## src/rtl/veririsc_pkg.sv

```systemverilog
//==============================================================================
// Module : veririsc_pkg
// Brief  : Shared opcode, phase and sequencer-state definitions for the
//          instruction-cycle controller. Honours macro PHASE_SEQ_STEP_EN.
// Rev    : 1.0 - initial release
//==============================================================================
`default_nettype none

package veririsc_pkg;

  localparam int DEF_DATA_W = 8;
  localparam int DEF_OPC_W  = 3;
  localparam int DEF_ADDR_W = 5;
  localparam int DEF_CNT_W  = 16;

  localparam logic [2:0] HLT = 3'b000;
  localparam logic [2:0] SKZ = 3'b001;
  localparam logic [2:0] ADD = 3'b010;
  localparam logic [2:0] AND = 3'b011;
  localparam logic [2:0] XOR = 3'b100;
  localparam logic [2:0] LDA = 3'b101;
  localparam logic [2:0] STO = 3'b110;
  localparam logic [2:0] JMP = 3'b111;

  localparam logic [2:0] PH_0 = 3'd0;
  localparam logic [2:0] PH_1 = 3'd1;
  localparam logic [2:0] PH_2 = 3'd2;
  localparam logic [2:0] PH_3 = 3'd3;
  localparam logic [2:0] PH_4 = 3'd4;
  localparam logic [2:0] PH_5 = 3'd5;
  localparam logic [2:0] PH_6 = 3'd6;
  localparam logic [2:0] PH_7 = 3'd7;

  typedef enum logic [1:0] {
    ST_RUN    = 2'd0,
`ifdef PHASE_SEQ_STEP_EN
    ST_PAUSED = 2'd2,
`endif
    ST_HALTED = 2'd1
  } seq_state_e;

endpackage

`default_nettype wire

```

## src/rtl/seq_phase_counter.sv

```systemverilog
//==============================================================================
// Module : seq_phase_counter
// Brief  : 3-bit phase counter with enable and synchronous clear.
// Rev    : 1.0 - initial release
//==============================================================================
`default_nettype none

module seq_phase_counter
  import veririsc_pkg::*;
(
  input  logic       clk,
  input  logic       rst_n,
  input  logic       en,
  input  logic       clr,
  output logic [2:0] count
);

  logic [2:0] r_count;

  // Clear has priority so a halt lands on phase 0 regardless of enable.
  always_ff @(posedge clk or negedge rst_n) begin
    if (!rst_n) begin
      r_count <= PH_0;
    end else if (clr) begin
      r_count <= PH_0;
    end else if (en) begin
      r_count <= r_count + 3'd1;
    end
  end

  assign count = r_count;

endmodule

`default_nettype wire

```

## src/rtl/phase_sequencer.sv

```systemverilog
//==============================================================================
// Module : phase_sequencer
// Brief  : Phase generator, instruction register and run/halt control for the
//          instruction-cycle controller. Optional single-step via
//          PHASE_SEQ_STEP_EN.
// Rev    : 1.0 - initial release
//==============================================================================
`default_nettype none

module phase_sequencer
  import veririsc_pkg::*;
#(
  parameter int DATA_W = DEF_DATA_W,
  parameter int OPC_W  = DEF_OPC_W,
  parameter int ADDR_W = DEF_ADDR_W,
  parameter int CNT_W  = DEF_CNT_W
) (
  input  logic              clk,
  input  logic              rst_n,
  input  logic              halt,
  input  logic              resume,
  input  logic              ld_ir,
  input  logic [DATA_W-1:0] data_in,
  input  logic [DATA_W-1:0] ac_in,
`ifdef PHASE_SEQ_STEP_EN
  input  logic              step_mode,
  input  logic              step_req,
`endif
  output logic [2:0]        phase,
  output logic [OPC_W-1:0]  opcode,
  output logic [ADDR_W-1:0] ir_addr,
  output logic              zero,
  output logic              halted,
  output logic [CNT_W-1:0]  instr_count
);

  localparam logic [CNT_W-1:0] c_cnt_max = {CNT_W{1'b1}};

  seq_state_e        r_state;
  logic              r_halted;
  logic [CNT_W-1:0]  r_count;
  logic [DATA_W-1:0] r_ir;
  logic              r_zero;
  logic [2:0]        w_phase;
  logic              w_running;
  logic              w_halt_take;

  assign w_running   = (r_state == ST_RUN);
  assign w_halt_take = w_running && halt;

  seq_phase_counter u_phase_cnt (
    .clk   (clk),
    .rst_n (rst_n),
    .en    (w_running && !halt),
    .clr   (w_halt_take),
    .count (w_phase)
  );

  always_ff @(posedge clk or negedge rst_n) begin
    if (!rst_n) begin
      r_state  <= ST_RUN;
      r_halted <= 1'b0;
      r_count  <= '0;
    end else begin
      case (r_state)
        ST_RUN: begin
          if (halt) begin
            r_state  <= ST_HALTED;
            r_halted <= 1'b1;
          end else if (w_phase == PH_7) begin
            if (r_count != c_cnt_max) begin
              r_count <= r_count + CNT_W'(1);
            end
`ifdef PHASE_SEQ_STEP_EN
            if (step_mode) begin
              r_state <= ST_PAUSED;
            end
`endif
          end
        end
        ST_HALTED: begin
          // halt wins over a coincident resume
          if (resume && !halt) begin
            r_state  <= ST_RUN;
            r_halted <= 1'b0;
          end
        end
`ifdef PHASE_SEQ_STEP_EN
        ST_PAUSED: begin
          // staying in step mode re-pauses at the next wrap, giving one instruction
          if (step_req || !step_mode) begin
            r_state <= ST_RUN;
          end
        end
`endif
        default: begin
          r_state  <= ST_RUN;
          r_halted <= 1'b0;
        end
      endcase
    end
  end

  always_ff @(posedge clk or negedge rst_n) begin
    if (!rst_n) begin
      r_ir   <= '0;
      r_zero <= 1'b0;
    end else begin
      if (ld_ir) begin
        r_ir <= data_in;
      end
      r_zero <= (ac_in == '0);
    end
  end

  assign phase       = w_phase;
  assign opcode      = r_ir[DATA_W-1 -: OPC_W];
  assign ir_addr     = r_ir[ADDR_W-1:0];
  assign zero        = r_zero;
  assign halted      = r_halted;
  assign instr_count = r_count;

endmodule

`default_nettype wire

```

## config.mk

```make
export PLATFORM = sky130hd
export DESIGN_NAME = phase_sequencer
export DESIGN_NICKNAME = d
export VERILOG_FILES = /design/src/rtl/veririsc_pkg.sv /design/src/rtl/seq_phase_counter.sv /design/src/rtl/phase_sequencer.sv
export SDC_FILE = /design/constraint.sdc
export NUM_CORES = 1
export LEC_CHECK = 0
export ABC_AREA = 1
export CORE_UTILIZATION = 41
export CTS_CLUSTER_SIZE = 14
export DETAILED_ROUTE_END_ITERATION = 8
export GPL_TIMING_DRIVEN = 0
export PLACE_DENSITY = 0.77
export SYNTH_ARGS = -nofsm -noshare
export SYNTH_HDL_FRONTEND = slang
export SYNTH_SLANG_ARGS = --single-unit
```

## constraint.sdc

```tcl
create_clock -name clk -period 1.47 [get_ports clk]
set_input_delay 0.294 -clock clk [delete_from_list [all_inputs] [get_ports clk]]
set_output_delay 0.294 -clock clk [all_outputs]
set_load 0.01 [all_outputs]
```

==> results of run 1 <==
[what timing repair did]
action / in CTS / in global routing
buffers inserted: 13 / 2
resized for setup: 31 / 42
setup endpoints to repair: 69 / 22
pin swaps: 2 / 19
gates cloned: 0 / 2
[registers in the layout, summed over array words and instances (netlist names)]
register and count:
u_phase_cnt.count 3, r_ir 8, instr_count 16, zero 1
halted 1
[cell families (layout without fill, tap and decap cells)]
| kind of cell | Yosys count | count (layout) |
|---|---|---|
| adders and majority gates | 3 | 3 |
| AOI/OAI and AO/OA | 4 | 4 |
| buffers and inverters | 28 | 101 |
| xor gates and xnor gates | 2 | 2 |
| and+or+nand+nor | 114 | 114 |
| DFF | 29 | 29 |
| muxes | 8 | 8 |
[layer usage]
layer | routed length, um | vias up | part of all wire (%) | GRT usage, %
met1 | 1640 | 726 | 40 | 23.2
met3 | 281 | 6 | 6.9 | 7.07
met2 | 2090 | 55 | 51 | 34.0
li1 | - | 745 | - | -
met4 | 59 | 0 | 1.5 | 7.85
met5 | 0 | - | 0 | 0
[metrics by stage]
step / std cells / TNS (ns) / instance area (um^2) / power, uW
final: 307 / 0 / 2450 / 1930
after global routing: 307 / -0.605 / 2450 / 2030
after CTS: 303 / 0 / 2270 / 1960
after detailed placement: 282 / -16.25 / 2070 / 1120
after global placement: 282 / -15.68 / 2070 / 1110
after floorplan: 188 / 0 / 1530 / 955
[layout make-up]
type | instances | area (um^2) | area share (%)
plain buffers | 4 | 33.8 | 1.38
repair buffers | 65 | 606 | 24.7
inverters | 24 | 91.3 | 3.72
clock inverters | 1 | 30.0 | 1.22
clock buffers | 7 | 86.3 | 3.52
well taps | 46 | 57.6 | 2.35
multi-input cells | 131 | 818 | 33.4
flip-flops and latches | 29 | 729 | 29.7
[placed cells by master, fill, tap and decap left out, drive strengths merged]
| master | instances |
|---|---|
| ha | 3 |
| o21ai | 2 |
| nor3 | 1 |
| dlymetal6s2s | 6 |
| dlygate4sd2 | 22 |
| inv | 23 |
| and2 | 1 |
| nor2 | 21 |
| clkdlybuf4s50 | 19 |
| nand4 | 1 |
| bufinv | 1 |
| dfrtp | 29 |
| clkbuf | 9 |
| mux2 | 8 |
| a22o | 2 |
| buf | 20 |
| clkinv | 1 |
| xor2 | 2 |
| nand3 | 31 |
| nand2 | 57 |
| nor4 | 2 |
[worst register-to-register path, stage by stage, from the launching register on]
cell     delay, ns
dfrtp_1       0.40
ha_1          0.17
ha_2          0.23
inv_1         0.09
nor2_4        0.18
buf_6         0.16
nand3_2       0.07
nand2_1       0.07
[power breakdown]
part | switching, uW | internal, uW
clock network | 285 | 552
registers | 26.2 | 838
logic | 94.8 | 130
total | 406 | 1520
[how the worst max path moves through the flow]
stage                     from        endpoint  slack, ns  cells past startpoint
4_1_cts                r_ir[3]      ir_addr[3]     0.0008                      1
3_5_place_dp             rst_n         r_ir[0]      -0.40                      1
2_1_floorplan   instr_count[0]  instr_count[0]       0.01                      9
6_report                  zero            zero       0.04                      1
5_1_grt        instr_count[11]  instr_count[2]      -0.05                      9
3_3_place_gp             rst_n         r_ir[0]      -0.41                      1
[synthesized netlist by cell type]
cell and count:
a22o_1 2, and2_1 1, buf_1 1, buf_6 2
clkbuf_1 1, clkinv_1 1, dfrtp_1 29, ha_1 3
inv_1 19, inv_2 4, mux2_2 8, nand2_1 54
nand2_2 3, nand3_1 31, nand4_1 1, nor2_1 15
nor2_2 3, nor2_4 3, nor3_1 1, nor4_1 2
o21ai_0 2, xor2_1 2
==> qor.yml, run 1 <==
totalWireLength_um: 4070
final_hold_viol_count: 0
drt_iter0_drc: 69
yosys_warnings: 0
grt_max_degree: 30
synth.area.mux_share_pct: 5.87
cp-start-kind: "flip-flop"
die_x_um: 63.2
numCtsBuffers: 5
hold_path_class: "input port to asynchronous set/reset pin"
firstDrtPassIters: 4
ys_seq_area_share_pct: 47.3
reg2reg_depth: 7
cts_tree: "yes"
antenna_found_initial: 0
synthTopCellsByArea: "dfrtp_1 47%, nand2_1 13%, nand3_1 10%, mux2_2 5.9%, inv_1 4.6%"
critical_path_class: "flip-flop to output pin"
diodes: 0
yosys.area_share.adder_pct: 2.45
final_antenna_net_count: 0
timing.max_cap.violations: 0
synth_compound_area_share_pct: 1.79
crit_fanout: 1
postSynthAreaPerCell_um2: 8.16
slew_viol_final: 0
die_h_um: 63.2
clk_latency_ns: 0.28
fill_cells: 275
synth_top_family_by_area: "simple AND/OR/NAND/NOR gates"
yosysTopAreaCell: "dfrtp_1"
area_growth_pct: 59.9
route.detailed.drc: 0
track_usage_pct: 20.2
layout.nets: 284
cp_slowest_cell: "clkdlybuf4s50_1"
worst_slack_ns: 0.0362
htree_levels: 2
clock_tree.buffer_depth: 2
setup-violations-final: 0
cp.required_ns: 1.18
grt_pass1_vias: 1424
drive_gt1_share_pct: 30.7
holdWs_ns: 0.0369
skew_ns: 0.00814
powerDensity_nw_per_um2: 785
p_leak_uw: 0.00124
clock_sinks: 29
grt_pass1_wl_um: 6140
finalCriticalPeriod_ns: 1.43
clock.fmax_mhz: 697
arrival_ns: 1.14
ys_types: 22
status: "finished clean"
synth_top_cell_area_share_pct: 47.3
wire_per_inst_um: 13.2
synthesis.area_um2: 1530
synthSimpleGateAreaFrac_pct: 33.6
r2r-start: "u_phase_cnt.count[0]"
rsz0062_at_grt: "yes"
vias_per_cell: 4.99
cpPeakStageDelay_ns: 0.55
floorplan.initialDensity_pct: 44.2
syn_inst: 188
hold_buffers: 0
numPortBuffers: 48
path_cells: "clkdlybuf4s50_1"
final_util_pct: 70.7
crit_family: "buffers and inverters"
reg2reg_setup_slack_ns: 0.04
worst_slew_margin_rel_pct: 57.9
cp-end-kind: "output pin"
vias: 1532
core-area_um2: 3470
rows: 21
vdd.ir_drop.worst_mv: 0.663
grt_remaining_overflow: 0
path_clk_slew_ns: 0.06
syn_nets: 212
cts-root-buf: "clkbuf_8"
worst-path-buf-inv: 1
synth.ff_latch_count: 29
synth-xor-area-share_pct: 1.14
dp_slack_ns: -0.402
post-route-period-util_pct: 97.5
worstMarginPinSlew_ns: 0.632
ioPinCount: 50
hpwl_um: 2540
gp_congestion: 0.828
die_area_um2: 3990
reg2reg_to: "instr_count[2]"
Power figures use the tool's default switching activity.
==> inputs of run 2 (changes only) <==
CORE_UTILIZATION = 43   (was 41)
CTS_BUF_LIST = sky130_fd_sc_hd__clkbuf_8   (was not set)
PLACE_DENSITY = 0.8   (was 0.77)
SLEW_MARGIN = 5   (was not set)
==> run 2 against run 1 <==
Hold slack worse by 0.0021 ns; critical path depth up 7; sequential share of layout area up 0.46 points; clock skew down 0.0027 ns; sequential cell count unchanged; power down 11%; via count up 2.9%; first-iteration DRC count down 5.8%.
==> qor.yml, run 2 (synthesis gave the netlist of run 1 again) <==
status: "finished clean"
setup-violations-final: 0
firstDrtPassIters: 7
clk_latency_ns: 0.28
crit_fanout: 3
hpwl_um: 2590
post-route-period-util_pct: 97.3
worst_slew_margin_rel_pct: 56.1
floorplan.initialDensity_pct: 45.3
fill_cells: 264
clock_sinks: 29
layout.nets: 286
htree_levels: 2
arrival_ns: 1.60
cp-start-kind: "flip-flop"
path_clk_slew_ns: 0.06
drive_gt1_share_pct: 28.1
final_hold_viol_count: 0
worstMarginPinSlew_ns: 0.659
vias_per_cell: 5.10
finalCriticalPeriod_ns: 1.43
core-area_um2: 3390
area_growth_pct: 57.2
placed_cell_area_um2: 2070
top_layer: "met4"
fin_tns_setup_ns: 0
stdcell_count: 309
vdd.ir_drop.worst_mv: 0.545
mostFrequentLayoutCells: "48 x nand2_1, 27 x nand3_1, 27 x dfrtp_1, 22 x dlygate4sd2_1, 20 x inv_1"
cp.required_ns: 1.64
hold_buffers: 0
rsz0062_at_grt: "yes"
grt_pass1_wl_um: 6540
placedCellCount: 282
clock.fmax_mhz: 699
cts-root-buf: "clkbuf_8"
grt_remaining_overflow: 0
grt_pass1_vias: 1504
numPortBuffers: 48
final_util_pct: 71.1
powerDensity_nw_per_um2: 711
clock_tree.buffer_depth: 2
wl_met2_um: 2120
die_area_um2: 3810
cp-end-kind: "flip-flop"
drt_iter0_drc: 65
holdWs_ns: 0.0348
grt_max_degree: 30
critical_path_class: "flip-flop to flip-flop"
diodes: 0
largest_reg_flops: 16
antenna_found_initial: 0
route.detailed.drc: 0
gp_congestion: 0.816
drt-met1-wl_um: 1810
p_leak_uw: 0.00128
hold_path_class: "input port to asynchronous set/reset pin"
wire_per_inst_um: 14.0
skew_ns: 0.00541
stdcell_area_um2: 2410
regArea_um2: 728
final_common_cell: "nand2_1"
die_h_um: 61.7
vias: 1577
multi_input_area_um2: 793
track_usage_pct: 24.4
met3WireLength_um: 264
cts_tree: "yes"
totalWireLength_um: 4320
ioPinCount: 50
final_antenna_net_count: 0
rows: 21
numCtsBuffers: 5
die_x_um: 61.7
slew_viol_final: 0
timing.max_cap.violations: 0
==> run 2: changes by cell type in the layout (fill, tap and decap cells not counted), sizes merged <==
cell | before | now
buf | 20 | 22
bufinv | 1 | 0
clkbuf | 9 | 7
clkdlybuf4s50 | 19 | 18
clkinv | 1 | 3
dlymetal6s2s | 6 | 7
inv | 23 | 24
==> run 2: final cells by class <==
type | count | share of cell area (%)
plain buffers | 4 | 1.40
clock buffers | 5 | 2.85
clock inverters | 3 | 0.571
inverters | 24 | 3.79
multi-input cells | 131 | 32.9
flip-flops and latches | 29 | 30.2
well taps | 46 | 2.39
repair buffers | 67 | 25.9
==> run 2: timing repair <==
item	in CTS	in global routing
setup buffers	11	7
endpoints found under the hold margin	0	0
pin swaps	3	6
gates resized for setup	31	33
cloned	1	0
setup endpoints to repair	40	23
==> run 2: critical path, cell delays in order, from the launching register on <==
cell	delay, ns
dfrtp_1	0.42
ha_4	0.19
nand3_2	0.10
nor2_2	0.20
nand2_2	0.10
nor2_2	0.12
nand3_1	0.08
nand2_1	0.06
nand2_1	0.05
==> run 2: path summary, 6_finish.rpt <==
kind	from	endpoint	slack, ns	cells after the start
max	instr_count[0]	instr_count[14]	0.04	8
min	rst_n	instr_count[13]	0.03	1
max reg2reg	instr_count[0]	instr_count[14]	0.04	8
min reg2reg	r_ir[6]	r_ir[6]	0.50	1
max in group asynchronous	rst_n	instr_count[2]	0.97	1
min in group clk	r_ir[6]	r_ir[6]	0.50	1
==> run 2: metrics by stage <==
| step | worst slack (ns) | total power (uW) |
|---|---|---|
| global route | -0.0515 | 1790 |
| floorplan | 0.0135 | 955 |
| global placement | -0.412 | 1110 |
| detailed placement | -0.348 | 1120 |
| CTS | 0.000714 | 1730 |
| finish | 0.0397 | 1710 |
==> run 2: power by group <==
part	total, uW	internal, uW	switching (uW)
sequential	865	838	27.2
combinational	228	132	96.9
clock	621	320	301
total	1710	1290	425
==> run 2: per-layer routing <==
layer	GRT usage, %	vias up
met5	0	-
li1	-	749
met4	12.7	0
met2	38.7	62
met3	8.90	12
met1	29.1	754
